**src/rtl/cmp_sort4_ctrl.sv**
```systemverilog
// cmp_sort4_ctrl: bubble-sorts four 3-bit values using one shared comparator, one compare per clock
// Ports:
//   clk, rst          - clock, synchronous active-high reset
//   i_in_valid/o_in_ready/i_in_data    - load handshake (ready while loading)
//   o_out_valid/i_out_ready/o_out_data - sorted stream, smallest first
//   o_busy            - high while sorting
//   o_swap_count      - swaps performed by the last or current sort
module comparatoeB (
  input  logic [2:0] A,
  input  logic [2:0] B,
  output logic       A_greater_B,
  output logic       A_equal_B
);
  assign A_greater_B = A > B;
  assign A_equal_B   = A == B;
endmodule

module cmp_sort4_ctrl (
  input  logic       clk,
  input  logic       rst,
  input  logic       i_in_valid,
  output logic       o_in_ready,
  input  logic [2:0] i_in_data,
  output logic       o_out_valid,
  input  logic       i_out_ready,
  output logic [2:0] o_out_data,
  output logic       o_busy,
  output logic [2:0] o_swap_count
);
  localparam int W = 3;
  localparam int N = 4;
  typedef enum logic [1:0] {LOAD, SORT, OUT} state_t;
  state_t         r_state;
  logic [W-1:0]   r_data [N];
  logic [1:0]     r_ld, r_rd, r_i, r_pass;
  logic           r_flag;
  logic [2:0]     r_swaps;
  logic [W-1:0]   w_a, w_b;
  logic           w_gt, w_eq, w_last;
  assign w_a    = r_data[r_i];
  assign w_b    = r_data[r_i + 2'd1];
  // each pass bubbles the largest remaining value to the end, so the pass shortens by one
  assign w_last = r_i == 2'd2 - r_pass;
  comparatoeB u_cmp (.A(w_a), .B(w_b), .A_greater_B(w_gt), .A_equal_B(w_eq));
  assign o_in_ready   = r_state == LOAD;
  assign o_busy       = r_state == SORT;
  assign o_out_valid  = r_state == OUT;
  assign o_out_data   = r_data[r_rd];
  assign o_swap_count = r_swaps;
  always_ff @(posedge clk) begin
    if (rst) begin
      r_state <= LOAD;
      r_ld    <= '0;
      r_rd    <= '0;
      r_i     <= '0;
      r_pass  <= '0;
      r_flag  <= 1'b0;
      r_swaps <= '0;
      for (int k = 0; k < N; k++) r_data[k] <= '0;
    end else begin
      case (r_state)
        LOAD: if (i_in_valid) begin
          r_data[r_ld] <= i_in_data;
          r_ld         <= r_ld + 2'd1;
          if (r_ld == 2'd0) r_swaps <= '0;
          if (r_ld == 2'd3) begin
            r_state <= SORT;
            r_i     <= '0;
            r_pass  <= '0;
            r_flag  <= 1'b0;
          end
        end
        SORT: begin
          // equal elements never swap (w_eq unused beyond the compare), keeping the sort stable
          if (w_gt && !w_eq) begin
            r_data[r_i]        <= w_b;
            r_data[r_i + 2'd1] <= w_a;
            r_swaps            <= r_swaps + 3'd1;
          end
          if (w_last) begin
            if (!(r_flag || w_gt) || r_pass == 2'd2) r_state <= OUT;
            else begin
              r_pass <= r_pass + 2'd1;
              r_i    <= '0;
              r_flag <= 1'b0;
            end
          end else begin
            r_i    <= r_i + 2'd1;
            r_flag <= r_flag | w_gt;
          end
        end
        OUT: if (i_out_ready) begin
          r_rd <= r_rd + 2'd1;
          if (r_rd == 2'd3) begin
            r_state <= LOAD;
            r_ld    <= '0;
            r_rd    <= '0;
          end
        end
        default: r_state <= LOAD;
      endcase
    end
  end
endmodule

```
**config.mk**
```make
export PLATFORM = sky130hd
export DESIGN_NAME = cmp_sort4_ctrl
export DESIGN_NICKNAME = d
export VERILOG_FILES = /design/src/rtl/cmp_sort4_ctrl.sv
export SDC_FILE = /design/constraint.sdc
export NUM_CORES = 1
export LEC_CHECK = 0
export ABC_AREA = 1
export CAP_MARGIN = 0
export CORE_MARGIN = 1
export CORE_UTILIZATION = 42
export DETAILED_ROUTE_END_ITERATION = 7
export REMOVE_ABC_BUFFERS = 1
export SETUP_SLACK_MARGIN = 0.4
export SKIP_LAST_GASP = 1
export SLEW_MARGIN = 20
export SYNTH_ARGS = -nofsm -noshare
export SYNTH_HDL_FRONTEND = slang
export SYNTH_SLANG_ARGS = --single-unit
export TNS_END_PERCENT = 50
```
**constraint.sdc**
```tcl
create_clock -name clk -period 3.7 [get_ports clk]
set_clock_uncertainty 0.1 [all_clocks]
set_input_delay 0.555 -clock clk [delete_from_list [all_inputs] [get_ports clk]]
set_output_delay 0.555 -clock clk [all_outputs]
set_load 0.005 [all_outputs]
```
### Word level (Yosys, flattened, before mapping)

Memory sizes are Yosys's and may differ from the RTL's. A register that Yosys moved wholly into a read port is not among the register bits.
Index checks and enable logic that the tools add are counted.

* input bits: 7
* memories kept: 1
* bits in writable memories: 12
* output and inout port bits: 9
* word-level logic and storage cells: 101
* bits in registers: 14

Memory list
* r_data: words 4, width 3, rd ports 3, clocked after memory_dff 2, write ports 4, line 34 `logic [W-1:0] r_data [N];`

* bitwise gates (word level): 1
* add/sub/neg operators: 6
* magnitude comparators: 1
* muxes and demuxes: 50
* eq/ne operators: 17
* reductions and logical operators: 18

Operators with widths (count)
* 2-bit 2-to-1 mux: 21
* 3-bit 2-to-1 mux: 6
* 1-bit 2-to-1 mux: 17
* 2-bit by 1-bit inequality test with 1-bit output, second input constant: 7
* 2-bit one-hot mux with 2 select lines: 3
* 4-bit AND reduction: 3
* 3-bit OR reduction: 3
* 2-bit by 1-bit adder with 2-bit output, second input constant: 4
* 2-bit equality test, second input constant: 4
* 2-bit one-hot mux with 3 select lines: 1
* 3-bit one-hot mux with 2 select lines: 1
* 6-bit AND reduction: 1
* 5-bit AND reduction: 1
* 2-bit logical NOT: 2
* 2-bit inequality test, second input constant: 2
* 2-bit nonzero test: 2
* 3-bit by 1-bit adder with 3-bit output, second input constant: 1
* 3-bit equality test: 1
* 3-bit greater-than comparator: 1
* 3-bit inequality test, second input constant: 1
* 2-bit by 1-bit equality test with 1-bit output, second input constant: 1
* 2-bit equality test: 1
* 1-bit logical NOT: 2
* 1-bit logical OR: 2
* other kinds (5): 5

### Logic depth before layout (Yosys ltp)

Gate-level depths: netlist (run 1).
An unclocked memory read counts as a cell.

* depth in word-level cells: 11
* mapped depth: 18

### Cells and area by module

Synthesis (run 1) repeated with hierarchy kept, for this count alone.

* cell total of the unflattened synthesis: 290
* area total of the unflattened synthesis: 2019.4 um^2

Modules (own cells, without submodules)
* cmp_sort4_ctrl: cells an instance 275, area each 1936.9 um^2, instances 1, sequential area each 720.7 um^2
* comparatoeB: cells an instance 15, area each 82.6 um^2, instances 1, sequential area each 0.0 um^2

### Worst setup path before layout (run 1)

No wires, ideal clock.

* kind: reg2reg
* from: register r_i[0]
* to: memory r_data[0][0] (enable)
* setup slack: 901 ps
* library setup time: 344 ps
* stages on the path, launching flop included: 17
* arrival: 2355 ps
* data required time: 3256 ps
* buffers on the path: 1
* clock period less this slack: 2799 ps
* cell sequence: dfxtp_1 -> buf_6 -> inv_4 -> ha_1 -> inv_1 -> nand3_1 -> nand2_1 -> inv_1 -> ha_1 -> nand2_1 -> nand2_1 -> inv_1 -> nand2_1 -> nand4_4 -> nand2_2 -> nand2_4 -> o21ai_0

RTL lines
* start, declared: line 35 `logic [1:0] r_ld, r_rd, r_i, r_pass;`
* start signal, assigned: line 88 `r_i <= r_i + 2'd1;`
* end, declared: line 34

==> impl_metrics.env, run 1 <==
export IMPL_outcome="complete, no violations"
export IMPL_path_class="register to register"
export IMPL_slew_viol_final=0
export IMPL_p_int_mw=0.6408
export IMPL_netlist_instances=300
export IMPL_die_area_um2=5316
export IMPL_die_y_um=72.91
export IMPL_clk_path_buf_depth=2
export IMPL_final_common_cell="nand2_1"
export IMPL_hp_class="register to register"
export IMPL_ff_latch_area_um2=720.7
export IMPL_finalHoldViolCount=0
export IMPL_min_period_ps=3081
export IMPL_firstDrtPassIters=4
export IMPL_p_sw_mw=0.3312
export IMPL_overflow=0
export IMPL_fp_dieW_um=72.91
export IMPL_post_dp_cell_area_um2=2335
export IMPL_p_total_mw=0.9719
export IMPL_viasPerCell=5.057
export IMPL_syn_avg_cell_area_um2=7.040
export IMPL_nFillCells=492
export IMPL_wire_per_inst_um=13.16
export IMPL_grt_max_degree=16
export IMPL_finalInstanceArea_um2=2440
export IMPL_min_period_over_period=0.8327
export IMPL_io_pins=16
export IMPL_cts_root_buf="clkbuf_8"
export IMPL_final_cell_mix="nand2_1 (89), inv_1 (42), a21oi_1 (39), nand3_1 (20), dfxtp_1 (18)"
export IMPL_numClockSinks=30
export IMPL_crit_fanout=7
export IMPL_crit_required_ps=3540
export IMPL_rsz0062_at_grt="true"
export IMPL_grt_use_total=0.2116
export IMPL_slew_headroom=0.6449
export IMPL_met3_usage=0.02486
export IMPL_grt_util_met2=0.3738
export IMPL_dp_hpwl_um=4033
export IMPL_ir_drop_v=0.0002011
export IMPL_ys_types=27
export IMPL_clockPowerShare=0.297
export IMPL_setup_viol=0
export IMPL_timing_fmax_mhz=324.6
export IMPL_antenna_left=0
export IMPL_top_usage_layer="met2"
export IMPL_clk_latency_ps=280
export IMPL_cts_hold_buf=0
export IMPL_wl_um=5120
export IMPL_switching_share=0.3407
export IMPL_finalSetupTns_ps=0
export IMPL_drive_above_1_share=0.1087
export IMPL_rows=25
export IMPL_start_util=0.4413
export IMPL_cts_resized_gates=0
export IMPL_multi_input_area_um2=1181
export IMPL_seq_area_frac_synth=0.3412
export IMPL_drc=0
export IMPL_ys_seq_elements=30
export IMPL_core_area_um2=4786
export IMPL_synth_warnings=0
export IMPL_endpoint_kind="register"
export IMPL_syn_to_final_growth_pct=15.52
export IMPL_cts_made_buffers=5
export IMPL_htree_levels=2
export IMPL_maxCapViolations=0
export IMPL_drtIter0Drc=100
export IMPL_gp_congestion=0.8048
export IMPL_crit_path_start_kind="register"
export IMPL_tightest_slew_ps=532.7
export IMPL_clkTransAtPathRegs_ps=70
export IMPL_syn_cell_area_um2=2112
export IMPL_grt_pass1_vias=1780
export IMPL_vias=1967
export IMPL_p_leak_nw=1.098
export IMPL_met1_usage=0.2694
export IMPL_final_cells=389
export IMPL_antenna_cells=0
export IMPL_numPortBuffers=15
export IMPL_cp_arrival_ps=2920
export IMPL_antenna_found_initial=0
export IMPL_power_frac_seq=0.407
export IMPL_cts_tree="built"
export IMPL_comb_power_share=0.296
export IMPL_post_place_cells=381
export IMPL_num_nets_final=340
export IMPL_grt_pass1_wl_um=8500
export IMPL_cts_setup_buffers=0
export IMPL_p_per_area_nw_per_um2=398.4
Yosys cell counts, drive strengths merged:
| library cell | number | area (um2) |
|---|---|---|
| a21oi | 41 | 212.7 |
| a32oi | 1 | 8.760 |
| ha | 12 | 150.1 |
| clkbuf | 1 | 3.750 |
| buf | 2 | 22.52 |
| nor3 | 2 | 15.01 |
| nand2 | 92 | 362.8 |
| nor2 | 23 | 160.2 |
| o21a | 2 | 15.01 |
| inv | 49 | 188.9 |
| edfxtp | 12 | 360.4 |
| a211oi | 1 | 7.510 |
| o21ai | 17 | 85.08 |
| nand3 | 20 | 100.1 |
| dfxtp | 18 | 360.4 |
| nand4 | 7 | 58.81 |
layer usage:
layer  up-vias  wire [um]  part of all wire
met4         0         64             0.013
met3         8        176             0.034
met1       904       2411              0.47
met5         -          0                 0
li1       1020          -                 -
met2        35       2468              0.48
layout make-up:
type | count | area share
clock buffer | 7 | 0.03949
clock inverter | 1 | 0.001538
inverter | 49 | 0.07744
multi-input combinational | 218 | 0.4841
sequential | 30 | 0.2954
tap | 67 | 0.03436
timing repair buffer | 17 | 0.06769
power by group through the flow:
stage                     registers [mW]  clock network, mW  logic [mW]
final                              0.396              0.288       0.288
after floorplan                    0.398                  0       0.205
after detailed placement           0.403                  0       0.286
after global placement             0.403                  0       0.283
after global routing               0.399              0.304       0.327
after CTS                          0.396              0.293       0.287
logic make-up (layout without fill, tap and decap cells):
kind of cell | after synthesis | count (layout) | synth area share
AOI/OAI and AO/OA | 62 | 62 | 0.1558
DFF | 30 | 30 | 0.3412
and+or+nand+nor | 144 | 144 | 0.3300
buffers and inverters | 52 | 74 | 0.1019
adders and majority gates | 12 | 12 | 0.07109
final timing paths:
check,start,end,slack [ps],cells after the start
setup / recovery,r_i[1],r_data[1][2],620,15
hold / removal,o_swap_count[0],o_swap_count[0],390,2
setup reg to reg,r_i[1],r_data[1][2],620,15
hold reg to reg,o_swap_count[0],o_swap_count[0],390,2
through the flow:
step / worst slack [ps] / hold slack, ps / utilization
detailed placement: 567.0 / 382.5 / 0.4878
finish: 618.9 / 389.5 / 0.5098
global route: 311.9 / 409.3 / 0.5098
floorplan: 773.6 / 349.7 / -
global placement: 678.0 / 376.2 / 0.4878
CTS: 555.0 / 391.9 / 0.5088
worst max-delay path: stages, from the launching register on:
cell and delay [ps]:
dfxtp_1 450, inv_1 120, ha_1 360, inv_1 120, nand3_1 80, nand2_1 90, inv_1 50, ha_1 320
nand2_1 60, nand2_1 70, inv_1 40, nand2_1 90, nand4_4 180, nand2_2 140, nand2_4 90, o21ai_0 360
Note: power is estimated with default switching activity, not from simulation.
==> inputs of run 2 (changes only) <==
Clock period 3.7 ns to 2.65 ns, I/O delays scaled along.
==> run 2 against run 1 <==
Effect of this change:
- design area grew 16%
- count of clock-buffer cells in the layout shrank 2
- die area is the same
- core utilization grew 8.3 points
- fmax grew 24%
- combinational power grew 99%
- cell count grew 6.9%
- sequential cell count is the same
- worst hold slack lost 6.6 ps
- register-to-register slack lost 460 ps
==> impl_metrics.env, run 2 (same netlist as run 1, synthesis figures left out) <==
export IMPL_crit_required_ps=2560
export IMPL_wire_per_inst_um=12.75
export IMPL_drive_above_1_share=0.2751
export IMPL_core_area_um2=4786
export IMPL_syn_to_final_growth_pct=34.42
export IMPL_ir_drop_v=0.0003433
export IMPL_endpoint_kind="register"
export IMPL_whs_endpoint="r_flag"
export IMPL_antenna_left=0
export IMPL_grt_pass1_wl_um=8397
export IMPL_setup_viol=0
export IMPL_crit_path_start_kind="register"
export IMPL_io_pins=16
export IMPL_r2r_slack_ps=160
export IMPL_rr_worst_depth=16
export IMPL_p_int_mw=1.147
export IMPL_cpMaxStageDelayCell="dfxtp_2"
export IMPL_gp_congestion=0.9028
export IMPL_power_frac_seq=0.330
export IMPL_maxCapViolations=0
export IMPL_min_period_over_period=0.9389
export IMPL_hp_class="register to register"
export IMPL_r2r_end="r_data[0][1]"
export IMPL_antenna_found_initial=0
export IMPL_final_common_cell="nand2_1"
export IMPL_numClockSinks=30
export IMPL_worstSetupStartpoint="r_i[0]"
export IMPL_fp_dieW_um=72.91
export IMPL_cp_common_cell="nand2_2"
export IMPL_die_y_um=72.91
export IMPL_crit_path_max_incr_delay_ps=350
export IMPL_rows=25
export IMPL_overflow=0
export IMPL_drtIter0Drc=106
export IMPL_grt_pass1_vias=1851
export IMPL_path_class="register to register"
export IMPL_clk_path_buf_depth=2
export IMPL_crit_buf_inv=5
export IMPL_worstPathCellList="inv_4 -> ha_4 -> inv_4 -> nand3_2 -> nand2_2 -> inv_2 -> ha_4 -> nand2_2 -> nand2_2 -> inv_2 -> nand2_2 -> nand4_4 -> nand2_2 -> nand2_4 -> o21ai_2 -> buf_4"
export IMPL_cts_root_buf="clkbuf_8"
export IMPL_grt_use_total=0.2133
export IMPL_slew_headroom=0.7468
export IMPL_clockPowerShare=0.329
export IMPL_outcome="complete, no violations"
export IMPL_rsz0062_at_grt="true"
export IMPL_final_cell_mix="nand2_1 (82), inv_1 (36), a21oi_1 (36), buf_4 (25)"
export IMPL_crit_fanout=7
export IMPL_viasPerCell=5.012
export IMPL_htree_levels=2
export IMPL_die_area_um2=5316
export IMPL_comb_power_share=0.341
export IMPL_firstDrtPassIters=5
export IMPL_drc=0
export IMPL_clkTransAtPathRegs_ps=60
export IMPL_wl_um=5306
export IMPL_finalHoldViolCount=0
export IMPL_timing_fmax_mhz=401.9
export IMPL_start_util=0.4413
export IMPL_cts_tree="built"
export IMPL_cts_made_buffers=5
export IMPL_hold_start="r_flag"
export IMPL_switching_share=0.3163
export IMPL_slew_viol_final=0
export IMPL_finalSetupTns_ps=0
export IMPL_min_period_ps=2488
export IMPL_final_cells=416
export IMPL_crit_family="simple AND/OR/NAND/NOR gates"
export IMPL_p_leak_nw=1.266
export IMPL_p_sw_mw=0.5305
export IMPL_vias=2085
export IMPL_antenna_cells=0
export IMPL_tightest_slew_ps=378.9
export IMPL_num_nets_final=367
export IMPL_post_place_cells=400
export IMPL_p_per_area_nw_per_um2=590.8
export IMPL_dp_hpwl_um=3979
export IMPL_holdPathStages=2
export IMPL_cp_arrival_ps=2400
export IMPL_numPortBuffers=15
export IMPL_clk_latency_ps=290
export IMPL_reg2reg_from="r_i[0]"
export IMPL_grt_max_degree=16
## run 2: cell types whose count changed in the layout (fill, tap and decap cells not counted), sizes merged
cell and change:
buf +27, bufinv +2, clkbuf -2
## run 2: worst register-to-register path: cells and delay by family (launching register included)
kind | cells | cell delay (ps)
and+or+nand+nor | 8 | 730
buffers and inverters | 5 | 330
AOI/OAI and AO/OA | 1 | 150
DFF | 1 | 350
adders and majority gates | 2 | 550
## run 2: area by class of cell
type                            instances  area [um2]
Fill cell                             460        1947
Multi-Input combinational cell        218        1324
Sequential cell                        30       724.4
Timing Repair Buffer                   44       382.9
Inverter                               49       191.4
Tap cell                               67       83.83
Clock buffer                            5       68.82
Clock inverter                          3       63.81
## run 2: power by group through the flow
| stage | clock network [mW] | logic, mW | registers (mW) |
|---|---|---|---|
| after floorplan | 0 | 0.287 | 0.555 |
| after global routing | 0.582 | 0.633 | 0.556 |
| after CTS | 0.565 | 0.506 | 0.553 |
| after detailed placement | 0 | 0.443 | 0.563 |
| after global placement | 0 | 0.439 | 0.562 |
| final | 0.552 | 0.572 | 0.553 |
## run 2: what timing repair did
action	CTS	global route
pin swaps	22	22
buffers inserted	4	4
gates resized for setup	27	20
hold buffers	0	0
setup endpoints to repair	37	39
## run 2: worst max path at each step
stage                         to  slack [ps]  depth (start not counted)
floorplan           r_data[0][0]        -280                         15
global placement    r_data[1][1]         -70                         16
detailed placement  r_data[0][1]        -160                         16
CTS                 r_data[3][0]         200                         15
global route        r_data[2][2]          -1                         16
finish              r_data[0][1]         160                         16
## run 2: per-layer routing
| layer | global-route usage | part of all wire |
|---|---|---|
| met5 | 0 | 0 |
| met2 | 0.3645 | 0.48 |
| met1 | 0.2509 | 0.45 |
| met4 | 0.1089 | 0.028 |
| met3 | 0.04696 | 0.042 |
## run 2: per-stage QoR
step / instance area [um2] / hold WS [ps] / worst slack, ps / total power [mW] / utilization
finish: 2839 / 382.9 / 162.0 / 1.677 / 0.5932
floorplan: 2086 / 349.7 / -276.4 / 0.8417 / -
detailed placement: 2477 / 372.8 / -163.7 / 1.006 / 0.5176
global route: 2839 / 414.1 / -1.054 / 1.771 / 0.5932
CTS: 2735 / 384.0 / 201.8 / 1.624 / 0.5715
global placement: 2477 / 371.1 / -69.78 / 1.000 / 0.5176
==> inputs of run 3 (changes only) <==
Settings changed: GPL_TIMING_DRIVEN set to 0.
==> run 3 against run 2 <==
Effect of this change:
- critical path depth fell by 2
- worst setup slack got worse by 50 ps
- clock power fell by 37%
- non-clock buffer count fell by 16
- first-iteration DRC count fell by 35%
- cell count fell by 3.8%
- wire length fell by 0.32%
==> impl_metrics.env, run 3 (same netlist as run 1, synthesis figures left out) <==
export IMPL_fp_dieW_um=72.91
export IMPL_hold_slack_ps=394.7
export IMPL_crit_fanout=7
export IMPL_drtIter0Drc=69
export IMPL_hp_class="register to register"
export IMPL_tightest_slew_ps=894.2
export IMPL_overflow=0
export IMPL_die_area_um2=5316
export IMPL_endpoint_kind="register"
export IMPL_cts_made_buffers=5
export IMPL_setup_viol=0
export IMPL_p_per_area_nw_per_um2=524.0
export IMPL_min_period_ps=2538
export IMPL_wire_per_inst_um=13.22
export IMPL_grt_use_total=0.2165
export IMPL_clk_path_buf_depth=2
export IMPL_finalHoldViolCount=0
export IMPL_numPortBuffers=15
export IMPL_nFillCells=452
export IMPL_num_nets_final=351
export IMPL_start_util=0.4413
export IMPL_path_class="register to register"
export IMPL_clkTransAtPathRegs_ps=60
export IMPL_antenna_cells=0
export IMPL_clk_latency_ps=280
export IMPL_grt_max_degree=16
export IMPL_drc=0
export IMPL_antenna_left=0
export IMPL_crit_path_start_kind="register"
export IMPL_dp_hpwl_um=3716
export IMPL_gp_congestion=0.8504
export IMPL_syn_to_final_growth_pct=30.86
export IMPL_rows=25
export IMPL_firstDrtPassIters=4
export IMPL_wl_um=5289
export IMPL_final_cell_mix="nand2_1 (80), inv_1 (35), a21oi_1 (32), dfxtp_1 (15), clkdlybuf4s50_1 (15)"
export IMPL_final_cells=400
export IMPL_p_leak_nw=1.178
export IMPL_timing_fmax_mhz=394.1
export IMPL_drive_above_1_share=0.2763
export IMPL_post_place_cells=379
export IMPL_vias=2010
export IMPL_viasPerCell=5.025
export IMPL_cts_tree="built"
export IMPL_antenna_found_initial=0
export IMPL_io_pins=16
export IMPL_cts_root_buf="clkbuf_8"
export IMPL_maxCapViolations=0
export IMPL_crit_required_ps=2530
export IMPL_rsz0062_at_grt="true"
export IMPL_slew_headroom=0.4020
export IMPL_final_common_cell="nand2_1"
export IMPL_grt_pass1_wl_um=8562
export IMPL_htree_levels=2
export IMPL_ir_drop_v=0.0002614
export IMPL_outcome="complete, no violations"
export IMPL_slew_viol_final=0
export IMPL_cts_hold_buf=0
export IMPL_die_y_um=72.91
export IMPL_min_period_over_period=0.9576
export IMPL_core_area_um2=4786
export IMPL_cp_arrival_ps=2420
export IMPL_numClockSinks=30
export IMPL_grt_pass1_vias=1864
==> run 3: changes by cell type in the layout (fill, tap and decap cells not counted), sizes merged <==
cell    previous run  this run
buf               29        13
bufinv             2         0
clkbuf             5         6
clkinv             1         2
==> run 3: worst max-delay path, cell delays in order (launching register included) <==
cell and delay (ps):
dfxtp_4 370, inv_4 40, ha_4 310, nand3_2 80, nand2_2 90, inv_2 50, ha_4 280, nand2_2 50
nand2_2 70, inv_2 40, nand2_2 60, nand4_4 210, nor2_4 300, nor2_4 50, o21ai_4 110
==> run 3: final timing paths <==
| path | slack [ps] | to | depth (start not counted) | startpoint |
|---|---|---|---|---|
| min | 390 | o_swap_count[0] | 2 | o_swap_count[0] |
| min reg2reg | 390 | o_swap_count[0] | 2 | o_swap_count[0] |
| max reg2reg | 110 | r_data[0][0] | 14 | r_i[1] |
| max | 110 | r_data[0][0] | 14 | r_i[1] |
==> run 3: metrics by stage <==
stage                     setup TNS, ps  area, um2  total power, mW  utilization  worst slack (ps)
after floorplan                   -3841       2086           0.8417            -            -276.4
after global placement           -20870       2320           0.9485       0.4847            -861.3
after detailed placement         -21850       2320           0.9514       0.4847            -887.6
after CTS                             0       2630            1.402       0.5495             82.27
after global routing             -47.63       2764            1.545       0.5775            -9.999
final                                 0       2764            1.448       0.5775             112.3
==> run 3: what timing repair did <==
| item | 4_1_cts | 5_1_grt |
|---|---|---|
| cloned | 0 | 0 |
| hold endpoints to repair | 0 | 0 |
| setup endpoints to repair | 36 | 39 |
| gates resized for setup | 42 | 28 |
| setup buffers | 9 | 4 |
| pin swaps | 19 | 21 |
==> run 3: power breakdown <==
part           internal (mW)  switching [mW]
Sequential             0.521          0.0325
Clock                  0.180           0.169
Combinational          0.221           0.325
==> run 3: area by class of cell <==
class / instances / area (um2) / area share
clock buffers: 6 / 72.57 / 0.02626
clock inverters: 2 / 8.758 / 0.003169
inverters: 49 / 198.9 / 0.07198
multi-input cells: 218 / 1423 / 0.5147
flip-flops and latches: 30 / 729.5 / 0.2639
well taps: 67 / 83.83 / 0.03033
repair buffers: 28 / 247.7 / 0.08963
==> run 3: per-layer routing <==
| metal | vias up | GRT usage | wire, um |
|---|---|---|---|
| li1 | 1042 | - | - |
| met3 | 10 | 0.04558 | 172 |
| met4 | 0 | 0.06754 | 92 |
| met1 | 921 | 0.2528 | 2346 |
| met2 | 37 | 0.3946 | 2678 |
| met5 | - | 0 | 0 |
